**src/rtl/core_pkg.sv**
```systemverilog
// Shared encodings and defaults for the core pipeline stages.
package core_pkg;

   localparam int DATA_W_DEF    = 32;
   localparam int MUL_W_DEF     = 64;
   localparam int MAX_OUTST_DEF = 2;

   typedef enum logic [2:0] {
      LD_W  = 3'd0,
      LD_B  = 3'd1,
      LD_BU = 3'd2,
      LD_H  = 3'd3,
      LD_HU = 3'd4
   } ld_op_e;

   // Counter must represent 0..max_outst inclusive.
   function automatic int cnt_width(input int max_outst);
      return (max_outst < 1) ? 1 : $clog2(max_outst + 1);
   endfunction

endpackage

```
**src/rtl/load_align.sv**
```systemverilog
// Sub-word load alignment: picks the addressed byte/half and sign/zero-extends it.
module load_align
   import core_pkg::*;
#(
   parameter int DATA_W = DATA_W_DEF
) (
   input  logic [DATA_W-1:0] rdata,
   input  logic [1:0]        addr,
   input  logic [2:0]        ld_op,
   output logic [DATA_W-1:0] data
);

   logic [7:0]  b8;
   logic [15:0] h16;

   always_comb begin
      b8  = 8'(rdata >> {addr, 3'b000});
      h16 = 16'(rdata >> {addr[1], 4'b0000});
      case (ld_op_e'(ld_op))
         LD_B:    data = {{(DATA_W-8){b8[7]}}, b8};
         LD_BU:   data = {{(DATA_W-8){1'b0}}, b8};
         LD_H:    data = {{(DATA_W-16){h16[15]}}, h16};
         LD_HU:   data = {{(DATA_W-16){1'b0}}, h16};
         default: data = rdata;
      endcase
   end

endmodule

```
**src/rtl/mem_stage_async.sv**
```systemverilog
// MEM pipeline stage: waits on split data_sram responses, aligns loads, selects
// the multiplier half and drops responses owed to flushed loads.
module mem_stage_async
   import core_pkg::*;
#(
   parameter int DATA_W    = DATA_W_DEF,
   parameter int MUL_W     = MUL_W_DEF,
   parameter int MAX_OUTST = MAX_OUTST_DEF
) (
   input  logic              clk,
   input  logic              reset,
   input  logic              es2ms_valid,
   output logic              ms_allowin,
   output logic              ms2ws_valid,
   input  logic              ws_allowin,
   input  logic              ms_flush,
   input  logic [31:0]       es_pc,
   input  logic [DATA_W-1:0] es_alu_result,
   input  logic              es_mem_req,
   input  logic [2:0]        es_ld_op,
   input  logic              es_res_from_mul,
   input  logic              es_mul_hi,
   input  logic [MUL_W-1:0]  es_mul_result,
   input  logic              es_gr_we,
   input  logic [4:0]        es_dest,
   input  logic              data_sram_data_ok,
   input  logic [DATA_W-1:0] data_sram_rdata,
   output logic [31:0]       ms_pc,
   output logic              ms_gr_we,
   output logic [4:0]        ms_dest,
   output logic [DATA_W-1:0] ms_final_result,
   output logic              ms_fwd_valid,
   output logic              ms_load_wait
);

   localparam int CNT_W = cnt_width(MAX_OUTST);
   localparam logic [CNT_W:0] CNT_MAX = MAX_OUTST[CNT_W:0];

   logic              ms_valid;
   logic [DATA_W-1:0] alu_r;
   logic              mem_req_r;
   logic [2:0]        ld_op_r;
   logic              res_from_mul_r;
   logic              mul_hi_r;
   logic [DATA_W-1:0] rdata_buf;
   logic              rdata_buf_v;
   logic [CNT_W-1:0]  cancel_cnt;
   logic [CNT_W:0]    cnt_sum;

   logic              resp_live;
   logic              ms_ready_go;
   logic              leave;
   logic              cnt_inc_ms;
   logic              cnt_inc_es;
   logic              cnt_dec;
   logic [DATA_W-1:0] ld_raw;
   logic [DATA_W-1:0] ld_data;
   logic [DATA_W-1:0] mul_sel;

   // A response only belongs to the current load when nothing is owed to flushed ones.
   assign resp_live    = data_sram_data_ok && (cancel_cnt == '0);
   assign ms_ready_go  = !mem_req_r || rdata_buf_v || resp_live;
   assign ms_allowin   = !ms_valid || (ms_ready_go && ws_allowin);
   assign ms2ws_valid  = ms_valid && ms_ready_go;
   assign leave        = ms2ws_valid && ws_allowin;
   assign ms_fwd_valid = ms2ws_valid && ms_gr_we;
   assign ms_load_wait = ms_valid && !ms_ready_go;

   always_ff @(posedge clk or posedge reset) begin
      if (reset) begin
         ms_valid       <= 1'b0;
         ms_pc          <= '0;
         alu_r          <= '0;
         mem_req_r      <= 1'b0;
         ld_op_r        <= '0;
         res_from_mul_r <= 1'b0;
         mul_hi_r       <= 1'b0;
         ms_gr_we       <= 1'b0;
         ms_dest        <= '0;
      end else begin
         if (ms_flush) begin
            ms_valid <= 1'b0;
         end else if (ms_allowin) begin
            ms_valid <= es2ms_valid;
         end
         if (es2ms_valid && ms_allowin) begin
            ms_pc          <= es_pc;
            alu_r          <= es_alu_result;
            mem_req_r      <= es_mem_req;
            ld_op_r        <= es_ld_op;
            res_from_mul_r <= es_res_from_mul;
            mul_hi_r       <= es_mul_hi;
            ms_gr_we       <= es_gr_we;
            ms_dest        <= es_dest;
         end
      end
   end

   // Hold a response that arrived while WB was stalled.
   always_ff @(posedge clk or posedge reset) begin
      if (reset) begin
         rdata_buf_v <= 1'b0;
         rdata_buf   <= '0;
      end else if (ms_flush || leave) begin
         rdata_buf_v <= 1'b0;
      end else if (ms_valid && mem_req_r && !rdata_buf_v && resp_live) begin
         rdata_buf_v <= 1'b1;
         rdata_buf   <= data_sram_rdata;
      end
   end

   assign cnt_inc_ms = ms_flush && ms_valid && mem_req_r && !rdata_buf_v && !resp_live;
   assign cnt_inc_es = ms_flush && es2ms_valid && es_mem_req;
   assign cnt_dec    = data_sram_data_ok && (cancel_cnt != '0);

   always_comb begin
      cnt_sum = {1'b0, cancel_cnt} + {{CNT_W{1'b0}}, cnt_inc_ms}
              + {{CNT_W{1'b0}}, cnt_inc_es} - {{CNT_W{1'b0}}, cnt_dec};
   end

   always_ff @(posedge clk or posedge reset) begin
      if (reset) begin
         cancel_cnt <= '0;
      end else if (cnt_sum > CNT_MAX) begin
         cancel_cnt <= CNT_MAX[CNT_W-1:0];
      end else begin
         cancel_cnt <= cnt_sum[CNT_W-1:0];
      end
   end

   a_cancel_overflow: assert property (@(posedge clk) disable iff (reset) cnt_sum <= CNT_MAX);

   assign ld_raw  = rdata_buf_v ? rdata_buf : data_sram_rdata;
   assign mul_sel = mul_hi_r ? es_mul_result[MUL_W-1:DATA_W] : es_mul_result[DATA_W-1:0];

   load_align #(.DATA_W(DATA_W)) u_load_align (
      .rdata (ld_raw),
      .addr  (alu_r[1:0]),
      .ld_op (ld_op_r),
      .data  (ld_data)
   );

   assign ms_final_result = mem_req_r      ? ld_data :
                            res_from_mul_r ? mul_sel : alu_r;

endmodule

```
**config.mk**
```make
export PLATFORM = sky130hd
export DESIGN_NAME = mem_stage_async
export DESIGN_NICKNAME = d
export VERILOG_FILES = /design/src/rtl/core_pkg.sv /design/src/rtl/load_align.sv /design/src/rtl/mem_stage_async.sv
export SDC_FILE = /design/constraint.sdc
export NUM_CORES = 1
export LEC_CHECK = 0
export CAP_MARGIN = 10
export CORE_MARGIN = 4
export CORE_UTILIZATION = 45
export CTS_BUF_LIST = sky130_fd_sc_hd__clkbuf_4
export DETAILED_ROUTE_END_ITERATION = 12
export PLACE_DENSITY = 0.95
export SYNTH_ARGS = -nofsm -noshare
export SYNTH_HDL_FRONTEND = slang
export SYNTH_SLANG_ARGS = --single-unit
export TNS_END_PERCENT = 10
```
**constraint.sdc**
```tcl
create_clock -name clk -period 4.05 [get_ports clk]
set_input_delay 0.6075 -clock clk [delete_from_list [all_inputs] [get_ports clk]]
set_output_delay 0.6075 -clock clk [all_outputs]
set_load 0.02 [all_outputs]
```
==> out/summary.txt <==
Max Clock Freq -> 258 MHz
area grow syn2layout -> 44.3%
largest cells by area after synthesis -> dfrtp_1, mux2_2, mux2i_1, nor2_1, a21oi_1
status -> completed
Sw Share -> 0.388
crit path from -> rdata_buf_v
Wirelength per Cell -> 21.3 um
commonest non-fill, non-tap cell in the layout -> clkdlybuf4s50_1
Final ANT Viol Nets -> 0
Slew Limit Fails -> 0
largest net degree at the start of global routing -> 59
CP arrival -> 3.27 ns
CTS tree -> built
routed vias -> 5446
CTS H-tree depth -> 3
core area -> 0.0135 mm2
synthesized instance count -> 565
Sink Count -> 112
cell taking the most area after synthesis -> dfrtp_1
Die Span X -> 126 um
synthesized flop and latch total -> 112
Slew headroom -> 0.351
Final setup viols -> 0
detailed placement HPWL -> 16700 um
first-pass GRT wire length -> 31700 um
clk_lat worst skew -> 0.51 ns
P_int -> 0.00256 W
Static Leak -> 3.85 nW
Finished Layout Cells -> 982
Final Hold Viols -> 0
critical path endpoint category -> primary output
clock group share of total power -> 0.135
Total GRT Usage -> 0.258
DRC -> 0
Sw Pwr -> 0.00162 W
synth warn -> 0
ys flop type -> dfrtp_1
port buffer count -> 251
unrepaired setup endpoints after global routing -> no
synthesized area per cell -> 11.1 um2
crit path to -> ms_final_result[31]
type of the worst setup path -> flip-flop to primary output
Root Driver -> clkbuf_4
Vert. Die Dim -> 126 um
Req. time, crit path -> 3.44 ns
Max Fanout on Critical Path -> 16
Ports -> 252
fin crit period -> 3.87 ns
Hold Buf Count CTS -> 0
Yosys top cell area share -> 0.446
EDFF count, synth -> 0
Post-Place Cells -> 965
via/cell ratio -> 5.55
commonest cells after routing, fill and taps aside -> clkdlybuf4s50_1, mux2_2, dfrtp_1, nor2_1, a21oi_1
routed wire length -> 20900 um
Final GP Congestion -> 0.925
R2R depth -> 9
worst hold path type -> flip-flop to flip-flop
Flop pwr share -> 0.386
reg2reg end -> cancel_cnt[0]
die area -> 0.0159 mm2
First DRT Iteration DRCs -> 445
Mapped Nets -> 746
Layout Nets -> 981
CTS Buf Count -> 9
clock skew -> 0.0144 ns
CP Launch Type -> flip-flop
Max Cap Violations -> 0
Initial Util -> 0.468
Cell variety after synth -> 46
sequential-to-total area share from yosys stat -> 0.446
global route overflow -> 0
share of post-route cells with drive strength above 1 -> 0.217
Post-Syn Area -> 0.00629 mm2
drt first pass iters -> 5
vias in the first global route -> 5815
antenna violations before repair -> 2
clock buffer depth -> 2
r2r setup slk -> 1.32 ns
FF-to-FF Start -> mem_req_r
PwrDens -> 460 mW/mm2
ys async rst share -> 1.00
maximum VDD drop -> 0.000369 V
Fin Setup TNS -> 0 ns
Row Count -> 42
combinational share of power -> 0.479
Clock transition at path regs -> 0.17 ns
fin crit share -> 0.957
worst-margin pin slew -> 0.973 ns
## cells in the mapped netlist, types with 8 or more instances
master    number
mux2_2       138
mux2i_1       39
a21oi_1       43
a32oi_1        8
buf_2         10
and2_1         8
clkbuf_1      19
dfrtp_1      112
a31oi_1        9
nand2_1       28
nor2_1        62
inv_1         17
## cell type report
| type | count | area, um2 |
|---|---|---|
| Antenna cell | 1 | 2.50 |
| Clock buffer | 10 | 75.1 |
| Clock inverter | 6 | 55.1 |
| Fill cell | 1033 | 4380 |
| Inverter | 18 | 70.1 |
| Multi-Input combinational cell | 396 | 3220 |
| Sequential cell | 112 | 2810 |
| Tap cell | 176 | 220 |
| Timing Repair Buffer | 263 | 2630 |
## logic make-up after synthesis
group / count (synthesis) / share of synthesized area
flip-flops: 112 / 0.446
buffers and inverters: 57 / 0.0438
multiplexers: 181 / 0.320
XOR/XNOR: 4 / 0.00557
AO/OA/AOI/OAI: 91 / 0.0945
AND/OR/NAND/NOR: 117 / 0.0824
adder cells (fa/ha/maj): 3 / 0.00835
## power groups by stage
stage | sequential, W | combinational (W) | clock (W)
global route | 0.00165 | 0.00213 | 0.000626
CTS | 0.00161 | 0.00200 | 0.000576
detailed placement | 0.00163 | 0.00200 | 0
floorplan | 0.00160 | 0.00110 | 0
finish | 0.00161 | 0.00200 | 0.000566
global placement | 0.00161 | 0.00195 | 0
## what timing repair did
action	CTS	global route
buffers inserted	0	0
hold endpoints to repair	0	0
gates resized for setup	1	0
setup endpoints to repair	1	0
## flip-flops by register name, indices dropped and copies added (netlist names)
name / cells
ms_dest: 5
mem_req_r: 1
cancel_cnt: 2
rdata_buf_v: 1
ms_valid: 1
ld_op_r: 3
ms_pc: 32
mul_hi_r: 1
res_from_mul_r: 1
rdata_buf: 32
alu_r: 32
ms_gr_we: 1
## critical path, cell delays in order, from the launching register on
cell and delay (ns):
dfrtp_2 0.58, mux2_2 0.42, mux4_2 0.57, a211oi_4 0.22
buf_4 0.27, a21oi_1 0.14, clkdlybuf4s50_1 0.56
## metrics by stage
step            util  setup WS (ns)  total power [W]  area, um2  hold WS (ns)
2_1_floorplan      -          0.483          0.00271       6290         0.459
3_5_place_dp   0.665          0.322          0.00363       8940         0.482
4_1_cts        0.674          0.136          0.00419       9070         0.520
5_1_grt        0.675         0.0278          0.00440       9080         0.538
6_report       0.675          0.175          0.00418       9080         0.518
3_3_place_gp   0.665          0.446          0.00355       8940         0.469
## layer usage
metal,track usage,wire length [um],share of wire
met1,0.301,7890,0.38
met3,0.0847,1760,0.084
met2,0.438,10400,0.50
met4,0.108,839,0.040
met5,0,13,0.00062
## how the worst min path moves through the flow
| stage | start | end | slack (ns) | depth (start not counted) |
|---|---|---|---|---|
| after global placement | rdata_buf[22] | rdata_buf[22] | 0.47 | 1 |
| after detailed placement | rdata_buf[22] | rdata_buf[22] | 0.48 | 1 |
| after global routing | rdata_buf[27] | rdata_buf[27] | 0.54 | 1 |
| after CTS | rdata_buf[22] | rdata_buf[22] | 0.52 | 1 |
| after floorplan | rdata_buf[22] | rdata_buf[22] | 0.46 | 1 |
| final | rdata_buf[22] | rdata_buf[22] | 0.52 | 1 |
(Power assumes the default switching activity.)
